==> src/rtl/seg7_display_ctrl.sv <==
// Six-digit 7-segment display controller: a 24-bit write is shown as hex directly or as
// decimal via a 20-cycle double-dabble conversion; patterns are held until the next write.
module seg7_display_ctrl #(
    parameter bit BLANK_LZ       = 1'b1,
    parameter bit SEG_ACTIVE_LOW = 1'b1
) (
    input  logic        i_clk,
    input  logic        i_reset,
    input  logic        i_wr_valid,
    output logic        o_wr_ready,
    input  logic [23:0] i_wr_data,
    input  logic        i_wr_hex,
    output logic        o_busy,
    output logic [6:0]  o_seg7_0,
    output logic [6:0]  o_seg7_1,
    output logic [6:0]  o_seg7_2,
    output logic [6:0]  o_seg7_3,
    output logic [6:0]  o_seg7_4,
    output logic [6:0]  o_seg7_5
);
    typedef enum logic [1:0] {IDLE, CONV, LOAD} state_t;

    localparam logic [6:0] SEG_BLANK = 7'b1111111;
    localparam logic [6:0] SEG_DASH  = 7'b0111111;

    state_t      r_state, w_next;
    logic [23:0] r_bcd;
    logic [19:0] r_bin;
    logic        r_ovf;
    logic [4:0]  r_cnt;
    logic [6:0]  r_seg [6];

    logic        w_xfer;
    logic        w_ovf;
    logic [23:0] w_adj;
    logic [5:0]  w_lz;
    logic [6:0]  w_seg [6];

    function automatic logic [6:0] f_enc(input logic [3:0] d);
        case (d)
            4'h0: f_enc = 7'b1000000;
            4'h1: f_enc = 7'b1111001;
            4'h2: f_enc = 7'b0100100;
            4'h3: f_enc = 7'b0110000;
            4'h4: f_enc = 7'b0011001;
            4'h5: f_enc = 7'b0010010;
            4'h6: f_enc = 7'b0000010;
            4'h7: f_enc = 7'b1111000;
            4'h8: f_enc = 7'b0000000;
            4'h9: f_enc = 7'b0010000;
            4'hA: f_enc = 7'b0001000;
            4'hB: f_enc = 7'b0000011;
            4'hC: f_enc = 7'b1000110;
            4'hD: f_enc = 7'b0100001;
            4'hE: f_enc = 7'b0000110;
            default: f_enc = 7'b0001110;
        endcase
    endfunction

    // Ready/busy are forced low while reset is held, independent of the state register.
    assign o_wr_ready = (r_state == IDLE) && !i_reset;
    assign o_busy     = (r_state != IDLE) && !i_reset;
    assign w_xfer     = i_wr_valid && o_wr_ready;
    assign w_ovf      = (i_wr_data[23:20] != 4'd0) || (i_wr_data > 24'd999999);

    always_comb begin
        w_next = r_state;
        case (r_state)
            IDLE: if (w_xfer) w_next = (i_wr_hex || w_ovf) ? LOAD : CONV;
            CONV: if (r_cnt == 5'd19) w_next = LOAD;
            LOAD: w_next = IDLE;
            default: w_next = IDLE;
        endcase
    end

    always_comb begin
        w_adj = r_bcd;
        for (int k = 0; k < 6; k++)
            if (r_bcd[4*k +: 4] >= 4'd5) w_adj[4*k +: 4] = r_bcd[4*k +: 4] + 4'd3;
    end

    // Digit k is a leading zero when it and every digit above it are zero.
    always_comb begin
        w_lz = '0;
        for (int k = 0; k < 6; k++) begin
            w_lz[k]  = ((r_bcd >> (4 * k)) == 24'd0);
            w_seg[k] = f_enc(r_bcd[4*k +: 4]);
            if (r_ovf)
                w_seg[k] = SEG_DASH;
            else if (BLANK_LZ && (k != 0) && w_lz[k])
                w_seg[k] = SEG_BLANK;
            if (!SEG_ACTIVE_LOW) w_seg[k] = ~w_seg[k];
        end
    end

    always_ff @(posedge i_clk) begin
        if (i_reset) begin
            r_state <= IDLE;
            r_bcd   <= '0;
            r_bin   <= '0;
            r_ovf   <= 1'b0;
            r_cnt   <= '0;
            for (int k = 0; k < 6; k++)
                r_seg[k] <= SEG_ACTIVE_LOW ? SEG_BLANK : ~SEG_BLANK;
        end else begin
            r_state <= w_next;
            case (r_state)
                IDLE: if (w_xfer) begin
                    // Hex digits go straight into the digit register; decimal starts from zero.
                    r_bcd <= i_wr_hex ? i_wr_data : 24'd0;
                    r_bin <= i_wr_data[19:0];
                    r_ovf <= !i_wr_hex && w_ovf;
                    r_cnt <= '0;
                end
                CONV: begin
                    {r_bcd, r_bin} <= {w_adj, r_bin} << 1;
                    r_cnt          <= r_cnt + 5'd1;
                end
                LOAD: for (int k = 0; k < 6; k++) r_seg[k] <= w_seg[k];
                default: ;
            endcase
        end
    end

    assign o_seg7_0 = r_seg[0];
    assign o_seg7_1 = r_seg[1];
    assign o_seg7_2 = r_seg[2];
    assign o_seg7_3 = r_seg[3];
    assign o_seg7_4 = r_seg[4];
    assign o_seg7_5 = r_seg[5];
endmodule

==> config.mk <==
export PLATFORM = sky130hd
export DESIGN_NAME = seg7_display_ctrl
export DESIGN_NICKNAME = d
export VERILOG_FILES = /design/src/rtl/seg7_display_ctrl.sv
export SDC_FILE = /design/constraint.sdc
export NUM_CORES = 1
export LEC_CHECK = 0
export ABC_AREA = 1
export BUFFER_PORTS_ARGS = -buffer_cell sky130_fd_sc_hd__buf_2
export CORE_ASPECT_RATIO = 0.9
export CORE_MARGIN = 2
export CORE_UTILIZATION = 40
export DETAILED_ROUTE_END_ITERATION = 6
export PLACE_DENSITY = 0.58
export SKIP_LAST_GASP = 1
export SLEW_MARGIN = 0
export SYNTH_ARGS = -nofsm -noshare
export SYNTH_HDL_FRONTEND = slang
export SYNTH_SLANG_ARGS = --single-unit
==> constraint.sdc <==
create_clock -name i_clk -period 4.06 [get_ports i_clk]
set_clock_uncertainty 0.2 [all_clocks]
set_input_delay 0.812 -clock i_clk [delete_from_list [all_inputs] [get_ports i_clk]]
set_output_delay 0.812 -clock i_clk [all_outputs]
set_load 0.05 [all_outputs]
Word-level counts from Yosys, hierarchy flattened
Memories as Yosys holds them, arrays and structs flattened. A register that Yosys moved wholly into a read port is not among the register bits.
Cells that the tools add are included.
{"block": "word_totals", "register_bits": 52, "ram_bits": 42, "rom_bits": 672, "in_bits": 28, "out_inout_bits": 44, "wordCells": 108, "memories": 7}
{"name": "(no name shown)", "words": 16, "width": 7, "rd": 1, "rd_clocked_by_memory_dff": 1, "wr": 0, "line_no": "40", "rtl": "case (d)"}
{"name": "(no name shown)", "words": 16, "width": 7, "rd": 1, "rd_clocked_by_memory_dff": 1, "wr": 0, "line_no": "40"}
{"name": "(no name shown)", "words": 16, "width": 7, "rd": 1, "rd_clocked_by_memory_dff": 1, "wr": 0, "line_no": "40"}
{"name": "(no name shown)", "words": 16, "width": 7, "rd": 1, "rd_clocked_by_memory_dff": 1, "wr": 0, "line_no": "40"}
{"name": "(no name shown)", "words": 16, "width": 7, "rd": 1, "rd_clocked_by_memory_dff": 1, "wr": 0, "line_no": "40"}
{"name": "(no name shown)", "words": 16, "width": 7, "rd": 1, "rd_clocked_by_memory_dff": 1, "wr": 0, "line_no": "40"}
{"name": "+1 memories"}
{"block": "op_classes", "add_sub_neg": 7, "magnitude_cmp": 7, "n_eq_ne": 5, "muxes": 51, "n_bitwise": 6, "n_reduce_logical": 20}
{"op": "$logic_not A24 Y1", "n": 5}
{"op": "$mux W7", "n": 17}
{"op": "$mux W4", "n": 17}
{"op": "$mux W24", "n": 2}
{"op": "$pmux W24 S2", "n": 1}
{"op": "$pmux W20 S2", "n": 1}
{"op": "$ge A4 B3 Y1 const B", "n": 6}
{"op": "$gt A24 B20 Y1 const B", "n": 1}
{"op": "$add A4 B2 Y4 const B", "n": 5}
{"op": "$mux W20", "n": 1}
{"op": "$pmux W5 S2", "n": 1}
{"op": "$mux W2", "n": 3}
{"op": "$or A1 B1 Y1", "n": 6}
{"op": "$reduce_and A2 Y1", "n": 3}
{"op": "$add A5 B1 Y5 const B", "n": 1}
{"op": "$eq A5 B5 Y1 const B", "n": 1}
{"op": "$mux W1", "n": 5}
{"op": "$mux W5", "n": 1}
{"op": "$logic_and A1 B1 Y1", "n": 4}
{"op": "$ne A2 B2 Y1 const B", "n": 2}
{"op": "$pmux W2 S2", "n": 1}
{"op": "$reduce_bool A2 Y1", "n": 2}
{"op": "$reduce_bool A4 Y1", "n": 1}
{"op": "$add A3 B2 Y3 const B", "n": 1}
{"op": "6 further kinds", "n": 8}

Longest topological paths before layout
{"block": "depth", "word_depth": 7, "depth_mapped": 16, "mapped_depth_nobuf": 16}

Worst setup path before layout
Ideal clock, no wire load.
{"block": "synth_path", "path_type": "flip-flop to flip-flop", "start": "reg r_state[1]", "end": "mem r_seg[0][0] (enable)", "setup_time_ns": 0.500, "arrival_ns": 3.502, "required_ns": 3.360, "setup_slack_ns": -0.142, "path_stages_with_launch": 3, "n_path_buf": 0, "period_less_slack_ns": 4.202, "cell_sequence": "dfxtp_1 -> inv_1 -> o21ai_0"}
{"element": "start: declaration", "line_no": "26", "rtl": "state_t r_state, w_next;"}
{"element": "start signal: assignment", "line_no": "106", "rtl": "r_state <= w_next;"}
{"element": "end: declaration", "line_no": "31", "rtl": "logic [6:0] r_seg [6];"}

==> flow_metrics.tcl <==
set metrics [dict create \
    fin_crit_sh_pct 73.7 \
    clock_sinks 136 \
    switchingPower_mw 1.15 \
    detailed_place_hpwl_um 11900 \
    die_y_um 132 \
    slew_headroom_pct 27.7 \
    synth_area_um2 7320 \
    synth-edff-count 42 \
    cts_tree "built" \
    antenna_cells 0 \
    fin_crit_ps 2990 \
    p_comb_share_pct 19.0 \
    min_path_type "reg -> reg" \
    htreeDepth 4 \
    syn_nets 1042 \
    yosysTopAreaCellShare_pct 25.7 \
    crit_top_cell "nand2_1" \
    max_stage_delay_ps 540 \
    async_flop_share_pct 0 \
    yosys_warnings 0 \
    finalHoldViolations 0 \
    globalRouteTotalUtil_pct 17.8 \
    postSynthAreaPerCell_um2 7.60 \
    pwr-share-clk_pct 38.5 \
    drive_gt1_share_pct 16.2 \
    grt_pass1_vias 5412 \
    r2r_slack_ps 1070 \
    place_ws_ps 719 \
    holdBufCountCts 0 \
    seq_power_share_pct 42.5 \
    cp-start-kind "flop" \
    cp.required_ps 4180 \
    worstSetupPathType "reg -> reg" \
    r2r_start "r_state[0]$_SDFFE_PP0P_" \
    endpoint_kind "flop" \
    drt_iter0_markers 332 \
    drv_slew 0 \
    start_util_pct 41.2 \
    postCtsSetupBuffers 0 \
    synth_cell_types 39 \
    first_pass_iters 5 \
    clock_latency_ps 420 \
    tightestPinTransition_ps 1080 \
    grt_pass1_wl_um 27700 \
    vias 6146 \
    routed_via_density 4.76 \
    portBuffers 71 \
    crit_fanout 27 \
    status "complete, no violations" \
    cts-root-buf "clkbuf_16" \
    coreArea_um2 17800 \
    rr_worst_depth 11 \
    drc 0 \
    setup_viol 0 \
    intPower_mw 2.60 \
    min_path_cells 2 \
    area_growth_pct 15.7 \
    ys_seq_elements 136 \
    n_fill_cell 1781 \
    dieArea_um2 19400 \
    synthTopCellsByArea "dfxtp_1, edfxtp_1, nand2_1, ha_1, nand3_1" \
    cts_buffers 17 \
    ir_worst_vdd_mv 0.317 \
    seq_area_frac_synth_pct 42.9 \
    clk_pin_slew_ps 60 \
    wl_um 16700 \
    hold_end "r_ovf$_SDFFE_PP0P_" \
    p_leak_nw 3.83 \
    synth_ff_type "dfxtp_1" \
    routedWlPerCell_um 13.0 \
    critPathSlowestCell "nor2_4" \
    rsz0062_at_grt "false" \
    setup_tns_ps 0 \
    overflow 0 \
    fmax_mhz 334 \
    switching_share_pct 30.6 \
    final_nets 1117 \
    antenna_found_initial 0 \
    io_pins 72 \
    synth_area_leader_cell "dfxtp_1" \
    path_cells "inv_2, nor2_4, inv_2, nand2_1, o21ai_0, o21ai_1, ha_1, inv_1, o21ai_0, nand2_1, nand2_1" \
    setup_ws_ps 1070 \
    ant_nets 0 \
    postSynthCellCount 963 \
    cp.arrival_ps 3110 \
    holdCritStartpoint "r_ovf$_SDFFE_PP0P_" \
    power_density_nw_per_um2 442 \
    gp_congestion 0.855 \
    cts_max_path_buffers 2 \
    die_x_um 147 \
    drv_cap 0 \
    grt_max_degree 36 \
    rows 46 \
    cts_resized 0 \
]
==> power by group through the flow <==
stage | registers [mW] | logic (mW) | clock network (mW)
4_1_cts | 1.59 | 0.712 | 1.48
2_1_floorplan | 1.66 | 0.502 | 0
6_report | 1.59 | 0.710 | 1.44
3_5_place_dp | 1.62 | 0.708 | 0
5_1_grt | 1.60 | 0.814 | 1.55
3_3_place_gp | 1.62 | 0.708 | 0
==> logic make-up after synthesis <==
| group | count (synthesis) | synth area share [%] |
|---|---|---|
| AO/OA/AOI/OAI | 137 | 10.9 |
| flip-flops | 136 | 42.9 |
| adder cells (fa/ha/maj) | 51 | 8.71 |
| AND/OR/NAND/NOR | 492 | 29.0 |
| buffers and inverters | 147 | 8.46 |
==> how the worst max path moves through the flow <==
stage / from / endpoint / slack, ps / depth (start not counted)
2_1_floorplan: i_reset / r_seg[0][0]$_SDFFCE_PP1P_ / 520 / 5
3_3_place_gp: i_reset / r_seg[1][4]$_SDFFCE_PP1P_ / 740 / 5
3_5_place_dp: i_reset / r_seg[1][5]$_SDFFCE_PP1P_ / 720 / 5
4_1_cts: r_state[0]$_SDFFE_PP0P_ / flop / 1080 / 11
5_1_grt: r_state[0]$_SDFFE_PP0P_ / flop / 770 / 11
6_report: r_state[0]$_SDFFE_PP0P_ / flop / 1070 / 11
==> cells in the mapped netlist, types with 3 or more instances <==
cell type / n
a31oi_1: 9
nand2_1: 291
buf_6: 3
or2_2: 12
clkbuf_1: 9
nand3_1: 84
edfxtp_1: 42
o21ai_0: 59
o21ai_1: 10
nand2_2: 9
nor2_1: 65
a211oi_1: 10
nor2_2: 6
a21oi_2: 6
inv_2: 13
dfxtp_1: 94
nor2_4: 5
o211ai_1: 6
a21oi_1: 30
inv_1: 106
buf_2: 9
ha_1: 51
nand4_1: 14
==> critical path, delay by kind of cell, from the launching register on <==
kind                       cells  cell delay (ps)
DFF                            1              470
buffers and inverters          3              460
and+or+nand+nor                4              850
AOI/OAI and AO/OA              3              610
adders and majority gates      1              290
==> layout by cell type, fill, tap and decap left out, types with 3 or more instances in the layout <==
cell type,Yosys,final
or2_2,12,12
ha_1,51,51
clkinv_4,0,3
nor2_2,6,6
o21ai_1,10,10
nor2_4,5,5
a21oi_1,30,30
dfxtp_1,94,94
o21ai_0,59,58
buf_2,9,71
inv_2,13,13
a211oi_1,10,10
a31oi_1,9,9
clkinv_1,1,5
nand3_1,84,84
nand2_2,9,9
o211ai_1,6,6
clkbuf_16,0,17
nor2_1,65,65
a21oi_2,6,6
nand2_1,291,291
inv_1,106,106
inv_6,0,4
nand4_1,14,14
edfxtp_1,42,42
buf_4,2,10
==> stage by stage <==
step	total power, mW	cell area [um2]	hold slack [ps]	instances	util [%]
finish	3.75	8470	266	1291	47.7
floorplan	2.16	7320	244	963	-
CTS	3.79	8470	265	1291	47.7
global route	3.97	8470	295	1291	47.7
detailed placement	2.33	7920	255	1259	44.5
global placement	2.33	7920	253	1259	44.5
==> final cells by class <==
cell class / instances / area [um2] / area share (%)
tap: 240 / 300 / 3.54
timing repair buffer: 82 / 450 / 5.32
sequential: 136 / 3140 / 37.1
multi-input combinational: 680 / 3570 / 42.2
clock buffer: 17 / 425 / 5.02
clock inverter: 15 / 126 / 1.49
inverter: 121 / 457 / 5.39
==> routing by layer <==
metal | track usage [%] | wire [um] | vias to the layer above
met5 | 0 | 0 | -
li1 | - | - | 3267
met3 | 3.60 | 683 | 22
met4 | 6.09 | 259 | 0
met2 | 26.3 | 7080 | 111
met1 | 26.0 | 8700 | 2746
(Power assumes the default switching activity.)
